--- src/rtl/mul_div_unit.sv ---
// mul_div_unit: 32-bit iterative multiply/divide unit with HI/LO result registers.
// Multiplies use shift-add and divides use restoring shift-subtract, one bit per
// cycle for 32 cycles. Signed ops iterate on magnitudes and fix the signs at the end.
module mul_div_unit (
  input  logic        clk,
  input  logic        rst_n,
  input  logic        start,
  input  logic [2:0]  op,
  input  logic [31:0] X,
  input  logic [31:0] Y,
  output logic [31:0] HI,
  output logic [31:0] LO,
  output logic        busy,
  output logic        done
);

  typedef enum logic [1:0] {IDLE, CALC, DONE} state_t;

  localparam logic [2:0] OP_MULT  = 3'd0;
  localparam logic [2:0] OP_MULTU = 3'd1;
  localparam logic [2:0] OP_DIV   = 3'd2;
  localparam logic [2:0] OP_DIVU  = 3'd3;
  localparam logic [2:0] OP_MTHI  = 3'd4;
  localparam logic [2:0] OP_MTLO  = 3'd5;

  state_t      state_q;
  logic [2:0]  op_q;
  logic [31:0] x_q;
  logic [31:0] y_q;
  logic [4:0]  cnt_q;
  logic [63:0] acc_q;
  logic [31:0] hi_q;
  logic [31:0] lo_q;
  logic        busy_q;
  logic        done_q;

  logic        isSigned;
  logic        isMul;
  logic        signDiff;
  logic [31:0] magX;
  logic [31:0] magY;
  logic [32:0] mulSum;
  logic [63:0] mulNext;
  logic [32:0] divShift;
  logic [32:0] divDiff;
  logic [63:0] divNext;
  logic [63:0] product;
  logic [31:0] quotient;
  logic [31:0] remainder;
  logic [31:0] resHi_d;
  logic [31:0] resLo_d;
  logic        startSigned;
  logic [31:0] inMagX;
  logic [31:0] inMagY;
  logic [63:0] accInit_d;

  function automatic logic [31:0] absVal(input logic [31:0] v, input logic neg);
    return neg ? (~v + 32'd1) : v;
  endfunction

  // Start-of-operation accumulator seed: multiplier magnitude for multiply, dividend magnitude for divide.
  always_comb begin
    startSigned = (op == OP_MULT) || (op == OP_DIV);
    inMagX      = absVal(X, startSigned & X[31]);
    inMagY      = absVal(Y, startSigned & Y[31]);
    accInit_d   = op[1] ? {32'd0, inMagX} : {32'd0, inMagY};
  end

  // One iteration of shift-add or restoring division, plus the sign-corrected final result.
  always_comb begin
    isSigned  = (op_q == OP_MULT) || (op_q == OP_DIV);
    isMul     = ~op_q[1];
    signDiff  = x_q[31] ^ y_q[31];
    magX      = absVal(x_q, isSigned & x_q[31]);
    magY      = absVal(y_q, isSigned & y_q[31]);

    mulSum    = {1'b0, acc_q[63:32]} + (acc_q[0] ? {1'b0, magX} : 33'd0);
    mulNext   = {mulSum, acc_q[31:1]};

    divShift  = acc_q[63:31];
    divDiff   = divShift - {1'b0, magY};
    divNext   = divDiff[32] ? {divShift[31:0], acc_q[30:0], 1'b0}
                            : {divDiff[31:0],  acc_q[30:0], 1'b1};

    product   = (isSigned && signDiff) ? (~mulNext + 64'd1) : mulNext;
    quotient  = divNext[31:0];
    remainder = divNext[63:32];

    resHi_d   = 32'd0;
    resLo_d   = 32'd0;
    if (isMul) begin
      resHi_d = product[63:32];
      resLo_d = product[31:0];
    end else if (y_q == 32'd0) begin
      resHi_d = x_q;
      resLo_d = 32'hFFFF_FFFF;
    end else begin
      resLo_d = (isSigned && signDiff) ? (~quotient + 32'd1) : quotient;
      resHi_d = (isSigned && x_q[31]) ? (~remainder + 32'd1) : remainder;
    end
  end

  // Control FSM with registered busy/done, operand latching and HI/LO updates.
  always_ff @(posedge clk or negedge rst_n) begin
    if (!rst_n) begin
      state_q <= IDLE;
      op_q    <= 3'd0;
      x_q     <= 32'd0;
      y_q     <= 32'd0;
      cnt_q   <= 5'd0;
      acc_q   <= 64'd0;
      hi_q    <= 32'd0;
      lo_q    <= 32'd0;
      busy_q  <= 1'b0;
      done_q  <= 1'b0;
    end else begin
      case (state_q)
        IDLE: begin
          if (start) begin
            case (op)
              OP_MULT, OP_MULTU, OP_DIV, OP_DIVU: begin
                op_q    <= op;
                x_q     <= X;
                y_q     <= Y;
                cnt_q   <= 5'd0;
                acc_q   <= accInit_d;
                state_q <= CALC;
                busy_q  <= 1'b1;
              end
              OP_MTHI: hi_q <= X;
              OP_MTLO: lo_q <= X;
              default: ;
            endcase
          end
        end
        CALC: begin
          acc_q <= isMul ? mulNext : divNext;
          cnt_q <= cnt_q + 5'd1;
          if (cnt_q == 5'd31) begin
            hi_q    <= resHi_d;
            lo_q    <= resLo_d;
            state_q <= DONE;
            busy_q  <= 1'b0;
            done_q  <= 1'b1;
          end
        end
        DONE: begin
          state_q <= IDLE;
          done_q  <= 1'b0;
        end
        default: begin
          state_q <= IDLE;
          busy_q  <= 1'b0;
          done_q  <= 1'b0;
        end
      endcase
    end
  end

  assign HI   = hi_q;
  assign LO   = lo_q;
  assign busy = busy_q;
  assign done = done_q;

endmodule
--- config.mk ---
export PLATFORM = sky130hd
export DESIGN_NAME = mul_div_unit
export DESIGN_NICKNAME = d
export VERILOG_FILES = /design/src/rtl/mul_div_unit.sv
export SDC_FILE = /design/constraint.sdc
export NUM_CORES = 1
export LEC_CHECK = 0
export CAP_MARGIN = 0
export CORE_MARGIN = 2
export CORE_UTILIZATION = 25
export CTS_CLUSTER_DIAMETER = 50
export DETAILED_ROUTE_END_ITERATION = 8
export HOLD_SLACK_MARGIN = 0.06
export PLACE_DENSITY = 0.49
export REMOVE_ABC_BUFFERS = 1
export SLEW_MARGIN = 30
export SYNTH_ARGS = -nofsm -noshare
export SYNTH_HDL_FRONTEND = slang
export SYNTH_SLANG_ARGS = --single-unit
--- constraint.sdc ---
create_clock -name clk -period 14.38 [get_ports clk]
set_clock_uncertainty 0.15 [all_clocks]
set_input_delay 3.595 -clock clk [delete_from_list [all_inputs] [get_ports clk]]
set_output_delay 3.595 -clock clk [all_outputs]
set_load 0.01 [all_outputs]
==> run_results.csv <==
group,metric,value,unit
status,status,"complete, no violations",
synthesis,synthFlopType,"dfrtp_1",
synthesis,yosysWarnings,0,
drt,drc_errors,0,
finish,layoutNonFillerInstCount,3718,
synthesis,ys_ff_latch,204,
timing,fin_crit,7.71,ns
timing,rsz0062_at_grt,"no",
finish,fillers,8426,
grt,antenna_found_initial,2,
floorplanning,design.core.area,77700,um^2
worst_setup_path,arrival,8.01,ns
grt,grt_pass1_wl,126,mm
finish,final_nets,2799,
floorplanning,die_w,285,um
clock_tree,clk_latency,0.58,ns
synthesis,synth-async-reset-ratio,100,%
drt,drt_iter0_markers,1600,
placed_design,dpl-instance-area,21900,um^2
worst_setup_path,end_kind,"register",
clock_tree,post_cts_resized,0,
timing,setup_viol,0,
clock_tree,clk_path_buf_depth,3,
worst_setup_path,rr_worst_depth,24,
grt,grt_overflow,0,
synthesis,synth_enable_flop_cells,0,
drt,detail-route-antenna-nets,0,
floorplanning,die_height,285,um
clock_tree,clock-root-buffer,"clkbuf_16",
placed_design,io_buffers,135,
worst_setup_path,required,14.68,ns
floorplanning,start_util,25.4,%
placed_design,gp_congestion,0.931,
placed_design,dp_hpwl,63.3,mm
grt,grt_use_total,20.0,%
floorplanning,ios,136,
drt,routedWlPerCell,22.4,um
placed_design,dp.cells,3663,
floorplanning,rows,102,
timing,max_freq,130,MHz
grt,grt_pass1_vias,19500,
clock_tree,cts_max_level,1,
drt,num_vias,20000,
worst_setup_path,crit_path_max_fanout,9,
synthesis,syn_area,19700,um^2
clock_tree,cts_made_buffers,28,
timing,tightest_slew,1.02,ns
clock_tree,cts_hold_buf,0,
worst_setup_path,crit_type,"register to register",
clock_tree,cts_tree,"yes",
timing,fin_tns_setup,0,ns
synthesis,synth.area.top_cells,"dfrtp_1 (26%), nand2_1 (7.9%), xor2_1 (6.4%), xnor2_1 (5.7%), nor2_1 (5.1%)",
synthesis,synthCells,2643,
min_path,holdCritPathClass,"register to register",
grt,grt_max_degree,101,
drt,vias_per_cell,5.37,
synthesis,synth_area_per_cell,7.46,um^2
synthesis,synth_top_area_cell,"dfrtp_1",
flow_run,max-cap-violations,0,
timing,finalHoldViolations,0,
clock_tree,cts_setup_buffers,0,
finish,drive_above_1_share,5.57,%
floorplanning,dieArea,81100,um^2
timing,relSlewSlack,31.8,%
synthesis,ys_types,85,
synthesis,yosys.area.top_type_share,25.9,%
synthesis,yosysSeqAreaShare,25.9,%
finish,finish.instance_area,22900,um^2
drt,wirelength,83.2,mm
min_path,worstHoldPathCells,2,
timing,drv_slew,0,
timing,period_share,53.6,%
finish,area_growth,16.3,%
worst_setup_path,start_kind,"register",
drt,first_pass_iters,7,
clock_tree,path_clk_slew,0.06,ns
clock_tree,cts.sink_count,204,
-- registers in the layout (all words and copies together) (netlist names), 2 cells and up --
name and flops:
state_q 2, x_q 32, HI 32, y_q 32, acc_q 64, LO 32, op_q 3, cnt_q 5
-- metal layers --
layer	global-route usage (%)	up-vias	share of wire, %
met2	31.9	604	45
met5	0	-	0
li1	-	9566	-
met4	7.66	0	4.1
met3	2.35	139	5.2
met1	27.5	9655	46
-- Yosys cell counts (all sizes together) (5+ instances only) --
library cell,n
buf,28
a21o,30
a21oi,200
xor2,145
o41ai,12
nand2b,17
and3,17
nor2,268
mux2i,61
clkbuf,161
o2111ai,6
or4,23
nor3,58
nor3b,7
ha,73
o21bai,5
dfrtp,204
o211ai,37
nand3b,5
o31ai,39
xnor2,128
a41oi,8
o21ai,184
o21a,18
nor4,33
or2,10
or3,31
mux2,14
o221ai,38
o31a,6
nand3,58
inv,38
nand2,416
a31oi,67
nor2b,12
a21boi,7
a211oi,74
a221oi,8
and3b,5
nand4,14
and2,22
-- worst max-delay path, cell delays in order (launching register included) --
cell and delay, ns:
dfrtp_1 0.41, nor4_1 0.39, nand2_1 0.18, or4_1 0.61, nor3_1 0.46, nand2_1 0.15
o21ai_0 0.21, xor2_1 0.17, ha_1 0.32, and3_1 0.24, and2_1 0.18, a221oi_1 0.47
o211ai_1 0.26, o21a_1 0.39, nor2_4 0.16, inv_1 0.11, a21oi_1 0.28, ha_1 0.28
or3b_2 0.45, mux2_2 0.33, a21oi_1 0.38, nand3_1 0.13, o41ai_1 0.39, xor2_1 0.30
o211ai_1 0.14
-- kinds of logic (layout without fill, tap and decap cells) --
| kind of cell | after synthesis | count (layout) | synth area share (%) |
|---|---|---|---|
| AOI/OAI and AO/OA | 780 | 780 | 25.4 |
| xor gates and xnor gates | 273 | 273 | 12.1 |
| other | 0 | 2 | 0 |
| adders and majority gates | 75 | 75 | 4.84 |
| DFF | 204 | 204 | 25.9 |
| and+or+nand+nor | 1009 | 1009 | 23.4 |
| buffers and inverters | 227 | 260 | 4.48 |
| muxes | 75 | 75 | 3.90 |
-- worst paths after layout --
path                           end  slack (ns)    start
max in group asynchronous  op_q[1]        9.07    rst_n
max                         HI[28]        6.67   y_q[4]
min                        op_q[0]        0.33  op_q[0]
min in group asynchronous    LO[5]        2.93    rst_n
min reg2reg                op_q[0]        0.33  op_q[0]
max reg2reg                 HI[28]        6.67   y_q[4]
-- through the flow --
stage	utilization [%]	worst slack (ns)	hold slack (ns)
final	29.5	6.67	0.329
after global routing	29.5	6.01	0.361
after CTS	29.5	6.76	0.329
after detailed placement	28.2	6.35	0.314
after global placement	28.2	6.31	0.313
after floorplan	-	4.97	0.296
-- cell usage in the layout, fill, tap and decap left out, drive strengths merged, types with 10 or more instances in the layout --
| cell | count |
|---|---|
| xnor2 | 128 |
| o21a | 18 |
| inv | 40 |
| a21oi | 200 |
| nor4 | 33 |
| nor3 | 58 |
| and2 | 22 |
| o221ai | 38 |
| nor2b | 12 |
| or4 | 23 |
| o31ai | 39 |
| o41ai | 12 |
| and3 | 17 |
| mux2 | 14 |
| buf | 37 |
| nand2b | 17 |
| a21o | 30 |
| or3 | 31 |
| a211oi | 74 |
| xor2 | 145 |
| nand2 | 416 |
| o211ai | 37 |
| nor2 | 268 |
| clkbuf | 37 |
| ha | 73 |
| o21ai | 184 |
| a31oi | 67 |
| mux2i | 61 |
| dfrtp | 204 |
| clkdlybuf4s50 | 133 |
| nand3 | 58 |
| nand4 | 14 |
| or2 | 10 |
-- final cells by class --
type                    count  area, um^2  area share (%)
diodes                      2        5.00          0.0218
clock buffers              37         806            3.51
clock inverters            15         151           0.660
inverters                  38         143           0.622
multi-input cells        2212       13800            60.2
flip-flops and latches    204        5110            22.3
well taps                1040        1300            5.67
repair buffers            170        1620            7.07
Power is left out: the tool's default activity adds up to more than one toggle a clock period on the data nets, which glitch-free logic cannot reach.
